## config.mk

```make
export PLATFORM = sky130hd
export DESIGN_NAME = infer_ctrl
export DESIGN_NICKNAME = d
export VERILOG_FILES = /design/src/rtl/infer_ctrl_pkg.sv /design/src/rtl/infer_ctrl.sv
export SDC_FILE = /design/constraint.sdc
export NUM_CORES = 1
export LEC_CHECK = 0
export ABC_AREA = 1
export CAP_MARGIN = 20
export CORE_ASPECT_RATIO = 1.4
export CORE_MARGIN = 2
export CORE_UTILIZATION = 52
export DETAILED_ROUTE_END_ITERATION = 12
export DONT_BUFFER_PORTS = 1
export PLACE_DENSITY_LB_ADDON = 0.1
export SLEW_MARGIN = 20
export SYNTH_ARGS = -nofsm -noshare
export SYNTH_HDL_FRONTEND = slang
export SYNTH_SLANG_ARGS = --single-unit
```

## constraint.sdc

```tcl
create_clock -name clk -period 1.79 [get_ports clk]
set_input_delay 0.358 -clock clk [delete_from_list [all_inputs] [get_ports clk]]
set_output_delay 0.358 -clock clk [all_outputs]
set_load 0.01 [all_outputs]
```

## src/rtl/infer_ctrl_pkg.sv

```systemverilog
// Shared types and constants for the inference sequencer.
// Latency: n/a (declarations only).
// Backpressure: n/a (declarations only).
//
// Holds the sequencer state encoding, the label reported on a watchdog
// expiry, and the MNIST image geometry used as parameter defaults.

package infer_ctrl_pkg;

    typedef enum logic [2:0] {
        LOAD  = 3'd0,
        DRAIN = 3'd1,
        START = 3'd2,
        RUN   = 3'd3,
        OUT   = 3'd4
    } state_t;

    localparam logic [3:0] LABEL_TIMEOUT = 4'hF;

    // 28x28 single-channel grayscale image.
    localparam int MNIST_DIM = 28;
    localparam int MNIST_PIX = MNIST_DIM * MNIST_DIM;

endpackage

```

## src/rtl/infer_ctrl.sv

```systemverilog
// Image loader and run sequencer in front of the conv core.
// Latency: final pixel at t -> fbank write at t+1, core_init at t+2; core_done at d -> m_valid at d+1.
// Backpressure: s_ready is high only in LOAD; the result is held on m_valid/m_label until m_ready.
//
// Ports:
//   clk, rst                          clock, async active-high reset
//   s_valid/s_ready/s_data/s_last     8-bit pixel stream in
//   fbank_waddr/fdata_w/fbank_wen     fmap bank write port (owned while load_sel=1)
//   load_sel                          steers the top-level fbank write mux to this block
//   core_init/core_done/core_label    core start pulse, completion pulse and result
//   m_valid/m_ready/m_label           classification result out (4'hF on watchdog expiry)
//   len_err                           one-cycle pulse on an image of the wrong length
//   timeout                           sticky watchdog flag, cleared by the next accepted pixel

module infer_ctrl
    import infer_ctrl_pkg::*;
#(
    parameter int PIX_CNT  = MNIST_PIX,
    parameter int IMG_BASE = 0,
    parameter int FADDR_W  = 15,
    parameter int TO_CYC   = 2000000
) (
    input  logic               clk,
    input  logic               rst,
    input  logic               s_valid,
    output logic               s_ready,
    input  logic [7:0]         s_data,
    input  logic               s_last,
    output logic [FADDR_W-1:0] fbank_waddr,
    output logic [7:0]         fdata_w,
    output logic               fbank_wen,
    output logic               load_sel,
    output logic               core_init,
    input  logic               core_done,
    input  logic [3:0]         core_label,
    output logic               m_valid,
    input  logic               m_ready,
    output logic [3:0]         m_label,
    output logic               len_err,
    output logic               timeout
);

    localparam int PC_W   = $clog2(PIX_CNT);
    // A disabled watchdog still needs a legal (1-bit) counter.
    localparam int WD_W   = (TO_CYC == 0) ? 1 : $clog2(TO_CYC + 1);
    localparam int WD_LIM = (TO_CYC == 0) ? 0 : TO_CYC - 1;

    localparam logic [PC_W-1:0]    PIX_LAST = PC_W'(PIX_CNT - 1);
    localparam logic [WD_W-1:0]    WD_LAST  = WD_W'(WD_LIM);
    localparam logic               WD_EN    = (TO_CYC != 0);
    localparam logic [FADDR_W-1:0] BASE     = FADDR_W'(IMG_BASE);

    state_t             state_q,       state_d;
    logic [PC_W-1:0]    pix_cnt_q,     pix_cnt_d;
    logic [WD_W-1:0]    wd_cnt_q,      wd_cnt_d;
    logic [FADDR_W-1:0] fbank_waddr_q, fbank_waddr_d;
    logic [7:0]         fdata_w_q,     fdata_w_d;
    logic               fbank_wen_q,   fbank_wen_d;
    logic               load_sel_q,    load_sel_d;
    logic               core_init_q,   core_init_d;
    logic               m_valid_q,     m_valid_d;
    logic [3:0]         m_label_q,     m_label_d;
    logic               len_err_q,     len_err_d;
    logic               timeout_q,     timeout_d;

    always_comb begin
        state_d       = state_q;
        pix_cnt_d     = pix_cnt_q;
        wd_cnt_d      = wd_cnt_q;
        fbank_waddr_d = fbank_waddr_q;
        fdata_w_d     = fdata_w_q;
        fbank_wen_d   = 1'b0;
        load_sel_d    = load_sel_q;
        core_init_d   = 1'b0;
        m_valid_d     = m_valid_q;
        m_label_d     = m_label_q;
        len_err_d     = 1'b0;
        timeout_d     = timeout_q;

        unique case (state_q)
            LOAD: begin
                // s_ready is asserted throughout LOAD, so s_valid alone is a beat.
                if (s_valid) begin
                    fbank_wen_d   = 1'b1;
                    fbank_waddr_d = BASE + FADDR_W'(pix_cnt_q);
                    fdata_w_d     = s_data;
                    timeout_d     = 1'b0;
                    if (pix_cnt_q == PIX_LAST) begin
                        // A full image is always run, even if s_last was missing.
                        len_err_d = ~s_last;
                        state_d   = DRAIN;
                    end else if (s_last) begin
                        // Short image: the beat is still written, but the image
                        // is abandoned and the next pixel restarts at pixel 0.
                        len_err_d = 1'b1;
                        pix_cnt_d = '0;
                    end else begin
                        pix_cnt_d = pix_cnt_q + PC_W'(1);
                    end
                end
            end
            DRAIN: begin
                // Final pixel is on the write port this cycle; release the
                // fbank mux and fire the core start together next cycle.
                load_sel_d  = 1'b0;
                core_init_d = 1'b1;
                wd_cnt_d    = '0;
                state_d     = START;
            end
            START: begin
                wd_cnt_d = '0;
                state_d  = RUN;
            end
            RUN: begin
                wd_cnt_d = wd_cnt_q + WD_W'(1);
                // done is checked first so a done on the expiry cycle wins.
                if (core_done) begin
                    m_label_d = core_label;
                    m_valid_d = 1'b1;
                    state_d   = OUT;
                end else if (WD_EN && (wd_cnt_q == WD_LAST)) begin
                    m_label_d = LABEL_TIMEOUT;
                    timeout_d = 1'b1;
                    m_valid_d = 1'b1;
                    state_d   = OUT;
                end
            end
            OUT: begin
                // m_valid is high for the whole of OUT.
                if (m_ready) begin
                    m_valid_d  = 1'b0;
                    pix_cnt_d  = '0;
                    load_sel_d = 1'b1;
                    state_d    = LOAD;
                end
            end
            default: begin
                state_d    = LOAD;
                load_sel_d = 1'b1;
                pix_cnt_d  = '0;
            end
        endcase
    end

    always_ff @(posedge clk or posedge rst) begin
        if (rst) begin
            state_q       <= LOAD;
            pix_cnt_q     <= '0;
            wd_cnt_q      <= '0;
            fbank_waddr_q <= '0;
            fdata_w_q     <= '0;
            fbank_wen_q   <= 1'b0;
            load_sel_q    <= 1'b1;
            core_init_q   <= 1'b0;
            m_valid_q     <= 1'b0;
            m_label_q     <= '0;
            len_err_q     <= 1'b0;
            timeout_q     <= 1'b0;
        end else begin
            state_q       <= state_d;
            pix_cnt_q     <= pix_cnt_d;
            wd_cnt_q      <= wd_cnt_d;
            fbank_waddr_q <= fbank_waddr_d;
            fdata_w_q     <= fdata_w_d;
            fbank_wen_q   <= fbank_wen_d;
            load_sel_q    <= load_sel_d;
            core_init_q   <= core_init_d;
            m_valid_q     <= m_valid_d;
            m_label_q     <= m_label_d;
            len_err_q     <= len_err_d;
            timeout_q     <= timeout_d;
        end
    end

    assign s_ready     = (state_q == LOAD);
    assign fbank_waddr = fbank_waddr_q;
    assign fdata_w     = fdata_w_q;
    assign fbank_wen   = fbank_wen_q;
    assign load_sel    = load_sel_q;
    assign core_init   = core_init_q;
    assign m_valid     = m_valid_q;
    assign m_label     = m_label_q;
    assign len_err     = len_err_q;
    assign timeout     = timeout_q;

    // The image must fit in the bank without the address wrapping.
    a_img_fits: assert property (@(posedge clk) disable iff (rst)
        ((PIX_CNT + IMG_BASE) <= (2 ** FADDR_W)) && (PIX_CNT >= 2));

endmodule

```

Word-level counts from Yosys, hierarchy flattened
Index checks and enable logic that the tools add are counted.
Cells by class
  bitwise logic cells: 3
  mux-type cells: 30
  equal/unequal tests: 13
  reductions and logical operators: 15
  add/subtract/negate cells: 2
Operator list (number)
  $pmux W21 S2: 1
  $mux W10: 4
  $pmux W10 S3: 1
  $add A21 B1 Y21 const B: 1
  $eq A21 B21 Y1 const B: 1
  $mux W3: 5
  $pmux W3 S5: 1
  $mux W1: 13
  $reduce_and A4 Y1: 3
  $add A10 B1 Y10 const B: 1
  $eq A10 B10 Y1 const B: 1
  $ne A2 B2 Y1 const B: 5
  $mux W4: 2
  $reduce_bool A2 Y1: 4
  $eq A3 B2 Y1 const B: 2
  $reduce_and A2 Y1: 3
  $reduce_or A3 Y1: 2
  $pmux W1 S2: 2
  $eq A3 B1 Y1 const B: 1
  $eq A3 B3 Y1 const B: 1
  $logic_not A3 Y1: 1
  $ne A3 B3 Y1 const B: 1
  $not A1 Y1: 3
  $pmux W1 S3: 1
  other kinds (3): 3
Word-level totals
  register bits: 62
  output and inout bits: 34

Longest topological paths before layout
  depth in word-level cells: 5
  mapped depth: 10
  depth with buffers taken out: 10

Worst setup path before layout
Ideal clock, no wire load.
  kind: register -> register
  from: reg wd_cnt_q[0]
  to: reg m_label_q[0], in the netlist m_label[0]
  cell stages (with the launch flop): 11
  arrival: 1483 ps
  slack: 190 ps
  data required time: 1673 ps
  period minus slack after synthesis: 1600 ps
  cells stage by stage: dfrtp_1 -> ha_1 -> nand2_1 -> nor2_2 -> inv_1 -> nor2_1 -> nand3_1 -> nand2_1 -> nand2_1 -> nand2_1 -> nand2_1
Between the ends
  cells in the longest elaborated chain, start to end: 3
Ends and longest elaborated chain
  from (decl): RTL line infer_ctrl.sv:55  | logic [WD_W-1:0] wd_cnt_q, wd_cnt_d;
  from (signal assigned): RTL line infer_ctrl.sv:162  | wd_cnt_q <= wd_cnt_d;
  $eq A21 B21 Y1: RTL line infer_ctrl.sv:121  | end else if (WD_EN && (wd_cnt_q == WD_LAST)) begin
  $reduce_bool A2 Y1 (no source line)
  $reduce_and A2 Y1 (no source line)
  to (signal assigned): RTL line infer_ctrl.sv:169  | m_label_q <= m_label_d;
  to (decl): RTL line infer_ctrl.sv:62  | logic [3:0] m_label_q, m_label_d;
Every way passes these cells.
A chain may end at the register's enable or synchronous reset.

Final worst setup path
  from: reg state_q[0]
  to: out s_ready
Between the ends
  cells in the longest elaborated chain, start to end: 1
Ends and longest elaborated chain
  from (decl): RTL line infer_ctrl.sv:53  | state_t state_q, state_d;
  from (signal assigned): RTL line infer_ctrl.sv:160  | state_q <= state_d;
  $logic_not A3 Y1: RTL line infer_ctrl.sv:175  | assign s_ready = (state_q == LOAD);
  to (decl): RTL line infer_ctrl.sv:26  | output logic s_ready,
Every way passes these cells.

==> flow_summary.yaml <==
layout:
  nNetsFinal: 481
  seqCellArea_mm2: 0.00155
  diodes: 0
  post_route_cells_drive_above_1_share_pct: 14.8
  layout_commonest_cell: "nand2_1"
  fillCellCount: 595
  most-common-layout-cells: "nand2_1, dfrtp_1, inv_1"
  multi_input_area_mm2: 0.00154
  area_growth_pct: 9.45
  final_cell_count_no_fill: 538
pwr:
  power_density_mw_per_mm2: 1200
  power.share.switching_pct: 40.8
  vdd_drop_max_mv: 0.574
  pwr-share-clk_pct: 25.7
  combPwrFrac_pct: 29.9
  p_leak_nw: 1.71
  seq_power_share_pct: 44.4
  intPower_mw: 2.63
  switching_power_mw: 1.81
yosys:
  synthXorXnorAreaFrac_pct: 0
  synth_edf_count: 0
  synth_top_cell_area_share_pct: 45.2
  netlist_instances: 448
  ys_async_sr_fraction_pct: 100
  synth_top_family_by_area: "simple AND/OR/NAND/NOR gates"
  ys.warnings.count: 0
  synth_compound_area_share_pct: 10.4
  synthTopCellsByArea: "dfrtp_1, nand2_1, o21ai_0"
  synth_flop_cell: "dfrtp_1"
  synth_fa_ha_area_share_pct: 0.741
  ys_ff_latch: 62
  synth.avg_cell_area_um2: 7.54
  netlist_area_mm2: 0.00338
  yosysTopAreaCell: "dfrtp_1"
  yosysSeqAreaShare_pct: 46.0
  synthMuxAreaShare_pct: 0
  synthSimpleGateAreaFrac_pct: 33.3
  synth_cell_type_count: 35
worst_hold_path:
  hold_class: "input pin to register"
  worstHoldPathCells: 2
clock_tree:
  path_clk_slew_ps: 70
  cts_tree: "done"
  cts_max_level: 3
  clock-sinks: 62
  cts_made_buffers: 9
  clk_path_buf_depth: 2
  root_buffer: "clkbuf_8"
  clk-insertion-delay-late_ps: 350
timing:
  slew_viol_final: 0
  hold_viol: 0
  setup_viol: 0
  grt_setup_unrepaired: "false"
  finClkSkew_ps: 9.49
  period_minus_slack_ps: 1720
  setup_tns_ps: 0
  min_period_over_period_pct: 95.8
  timing.fmax_ghz: 0.583
placement:
  place_congestion: 0.893
  dpl.cell_count: 520
  portBuffers: 0
  hpwlAfterDp_um: 5430
critical_path:
  cp-startpoint: "state_q[0]"
  arrival_ps: 1360
  crit_required_ps: 1430
  r2r-end: "pix_cnt_q[8]"
  r2r_cells: 9
  critPathKind: "register to primary output"
  end_kind: "primary output"
  worstSetupEndpoint: "s_ready"
  r2r_start: "pix_cnt_q[1]"
  r2r_slack_ps: 140
  worstSetupStartpointType: "register"
  cp_max_fo: 8
grt:
  grt_pass1_wl_um: 11900
  antenna_found_initial: 0
  grt_pass1_vias: 2637
  grt.total_usage_pct: 21.4
  grt_max_degree: 40
  grt_overflow_total: 0
routing:
  drtIter0Drc: 126
  dr.pass1.iters: 4
  wl_per_cell_um: 13.7
  antenna_left: 0
  drc: 0
  vias: 2832
  viasPerCell: 5.26
  drt_wl_total_um: 7370
floorplan:
  initial_utilization_pct: 54.0
  core_area_mm2: 0.00625
  die-area_mm2: 0.00716
  pin_count: 52
  fp.dieW_um: 72.1
  row_count: 34
  die_y_um: 99.3
outcome:
  status: "finished, final reports clean"
run:
  drv_cap: 0
[cell families (layout without fill, tap and decap cells)]
| kind of cell | after synthesis | after routing |
|---|---|---|
| AO/OA/AOI/OAI | 58 | 58 |
| adder cells (fa/ha/maj) | 2 | 2 |
| buffers and inverters | 71 | 85 |
| flip-flops | 62 | 62 |
| other | 1 | 5 |
| AND/OR/NAND/NOR | 254 | 254 |
[cell usage after synthesis (all sizes together) (2+ instances only)]
library cell  instances
nand2               147
dfrtp                61
inv                  55
nor2                 51
o21ai                47
nand3                37
buf                  13
nand4                10
a21oi                 4
or2                   4
clkbuf                3
nor3                  3
a22oi                 2
ha                    2
[flip-flops by register name (all words and copies together), names as in the netlist]
name and cells:
core_init 1, len_err 1, state_q 3, wd_cnt_q 21, m_valid 1, fbank_wen 1
fdata_w 8, fbank_waddr 10, load_sel 1, m_label 4, timeout 1, pix_cnt_q 10
[final cells by class]
cell class                      count  area share [%]
Tap cell                           72            2.44
Sequential cell                    62            42.1
Inverter                           55            5.76
Timing Repair Buffer               14            3.25
Multi-Input combinational cell    319            41.6
Clock inverter                      6            1.19
Clock buffer                       10            3.73
[critical path, stage by stage (launching register included)]
cell     delay (ps)
dfrtp_1         470
nor2_4          160
inv_2            80
nor2_8          110
buf_4           190
[how the worst min path moves through the flow]
stage / from / to / slack, ps
finish: s_data[6] / fdata_w[6] / 130
floorplan: s_data[0] / fdata_w[0] / 470
CTS: s_data[6] / fdata_w[6] / 120
global route: s_data[0] / fdata_w[0] / 120
global placement: rst / wd_cnt_q[11] / 310
detailed placement: rst / wd_cnt_q[11] / 310
[power by group through the flow]
| stage | combinational (mW) | clock [mW] | sequential (mW) |
|---|---|---|---|
| final | 1.33 | 1.14 | 1.97 |
| after global routing | 1.50 | 1.22 | 2.01 |
| after CTS | 1.32 | 1.17 | 1.97 |
| after detailed placement | 1.32 | 0 | 1.99 |
| after global placement | 1.29 | 0 | 1.99 |
| after floorplan | 1.05 | 0 | 1.95 |
[routing by layer]
| layer | up-vias | global-route usage (%) | share of wire, % |
|---|---|---|---|
| met4 | 0 | 8.85 | 2.0 |
| met3 | 14 | 4.15 | 2.4 |
| li1 | 1445 | - | - |
| met5 | - | 0 | 0 |
| met2 | 46 | 38.2 | 55 |
| met1 | 1327 | 24.5 | 41 |
[what timing repair did]
action,4_1_cts,5_1_grt
hold buffers,1,0
endpoints found under the hold margin,61,0
resized for setup,0,8
setup buffers,0,1
setup endpoints to repair,0,17
[stage by stage]
step | util, % | instance area (um^2) | power (mW) | setup WS, ps | hold WS [ps]
floorplan | - | 3390 | 3.01 | 190 | 475
global placement | 55.6 | 3470 | 3.28 | 98.9 | 309
detailed placement | 55.6 | 3470 | 3.31 | 52.5 | 314
CTS | 58.6 | 3670 | 4.46 | 23.7 | 116
global route | 59.1 | 3690 | 4.73 | 9.46 | 118
finish | 59.1 | 3690 | 4.44 | 74.5 | 129
Power figures use the tool's default switching activity.
==> RTL change (same settings) <==
The parameter `FADDR_W` goes from 15 to 14.
--- a/src/rtl/infer_ctrl.sv
+++ b/src/rtl/infer_ctrl.sv
@@ -19,3 +19,3 @@
     parameter int IMG_BASE = 0,
-    parameter int FADDR_W  = 15,
+    parameter int FADDR_W  = 14,
     parameter int TO_CYC   = 2000000
Ports: changed (resized fbank_waddr); port bits go from 52 to 51. No check against the original RTL was run, so the function may have changed too.
==> RTL change against the unedited design <==
  * Synthesized area fell by 0.22%
  * Setup slack improved by 0.021 ns
  * Total power up 1.7%
  * Sequential cell count unchanged
  * Wire length is 3.1% lower
  * Sequential share of layout area hardly changed
  * Design area about the same
  * Largest cell class unchanged
  * Largest power group unchanged
==> RTL change: results (changes against the unedited design) <==
worst_hold_path:
  min_path_type: "input port to register"
synth:
  synth_commonest_cells: "nand2_1 (142), dfrtp_1 (61), inv_1 (49)"
  synth_warnings: 0  # unchanged
  synth_fa_ha_area_share_pct: 0.743  # +0.0017 points
  synth_cell_types: 35  # unchanged
  synthTopCellsByArea: "dfrtp_1 (45%), nand2_1 (16%), o21ai_0 (5.5%)"
  syn_avg_cell_area_um2: 7.54  # about the same
  yosysSeqAreaShare_pct: 46.1  # +0.10 points
  synthMuxAreaShare_pct: 0  # unchanged
  synth_compound_area_share_pct: 10.4  # +0.023 points
critical_path:
  arrival_ns: 1.34  # -0.02 ns
  slowest_delay_ns: 0.44  # -0.03 ns
  path_delay_family: "flip-flops"
  cp_max_fo: 9  # +1
drt:
  vias: 2785  # -1.7%
  drt_pre_antenna_iters: 4  # unchanged
  post_drt_via_cell_ratio: 5.20  # -1.3%
  drt_iter0_drc: 174  # +38%
  wirelength_mm: 7.14  # -3.1%
place:
  io_buffers: 0  # unchanged
  dp.cells: 518  # -0.38%
  hpwl_mm: 5.37  # -1.2%
  place.gp.congestion: 0.841  # -5.8%
  dpl_cell_area_mm2: 0.00346  # -0.32%
global_routing:
  grt_pass1_vias: 2569  # -2.6%
  grtUsageTotal_pct: 21.2  # -0.23 points
  grt_pass1_wl_mm: 11.9  # -0.58%
  antenna_found_initial: 0  # unchanged
  grt_max_degree: 43  # +7.5%
layout:
  nets: 479  # -0.42%
  largest-register: "wd_cnt_q"
  drive_gt1_share_pct: 14.2  # -0.58 points
  antennaDiodeCount: 0  # unchanged
status:
  status: "finished clean"
pwr:
  switching_share_pct: 39.7  # -1.1 points
  power_leakage_nw: 1.71  # -0.25%
  ir_drop_uv: 668  # +16%
cts:
  cts_made_buffers: 9  # unchanged
timing:
  hold-worst-slack_ns: 0.128  # -0.00106 ns
  finClkSkew_ns: 0.00862  # -0.000871 ns
die:
  placementRows: 34  # unchanged
  start_util_pct: 53.9  # -0.12 points
RTL change: timing repair:
item	in CTS	in global routing
gates resized for setup	0	10
buffers inserted	0	1
setup endpoints to repair	0	14
hold buffers	1	0
hold endpoints to repair	20	0
RTL change: worst register-to-register path, cell delays in order, from the launching register on:
cell     delay, ns
dfrtp_1       0.41
ha_1          0.21
nand2_1       0.12
nor2_4        0.07
inv_1         0.11
nor2_4        0.07
a21oi_4       0.26
inv_4         0.14
nand2_1       0.10
o21ai_2       0.05
RTL change: power by group through the flow:
stage                     Sequential, W  Clock (W)  Combinational [W]
final                           0.00197    0.00121            0.00134
after global routing            0.00200    0.00129            0.00152
after CTS                       0.00197    0.00122            0.00133
after detailed placement        0.00200          0            0.00132
after global placement          0.00199          0            0.00131
after floorplan                 0.00195          0            0.00105
RTL change: final cells by class:
class | instances | area (um2) | area share (%)
Clock buffer | 10 | 128 | 3.46
Clock inverter | 6 | 61.3 | 1.66
Tap cell | 72 | 90.1 | 2.44
Multi-Input combinational cell | 318 | 1530 | 41.5
Inverter | 55 | 215 | 5.83
Sequential cell | 62 | 1550 | 42.1
Timing Repair Buffer | 13 | 113 | 3.05
RTL change: logic make-up (layout without fill, tap and decap cells):
logic type	after synthesis	after routing
fa+ha+maj	2	2
compound gates	58	58
buf+inv	70	84
flops	62	62
simple gates	254	254
other cells	1	4
RTL change: through the flow:
step	setup WS (ns)	total power [W]
global placement	0.0310	0.00330
floorplan	0.190	0.00301
global route	0.00838	0.00480
CTS	0.00780	0.00453
finish	0.0954	0.00451
detailed placement	0.0276	0.00332
RTL change: final timing paths:
| kind | to | from | cells past startpoint |
|---|---|---|---|
| setup / recovery | s_ready | state_q[0] | 4 |
| hold / removal | fdata_w[5] | s_data[5] | 2 |
| setup reg to reg | pix_cnt_q[8] | pix_cnt_q[1] | 9 |
| hold reg to reg | load_sel | load_sel | 2 |
| max in group asynchronous | load_sel | rst | 3 |
| min in group asynchronous | pix_cnt_q[8] | rst | 2 |
RTL change: per-layer routing:
metal	wire length, um	track usage, %	up-vias
li1	-	-	1432
met1	2940	24.8	1295
met2	3870	38.4	49
met3	230	3.55	9
met4	95	7.40	0
met5	0	0	-
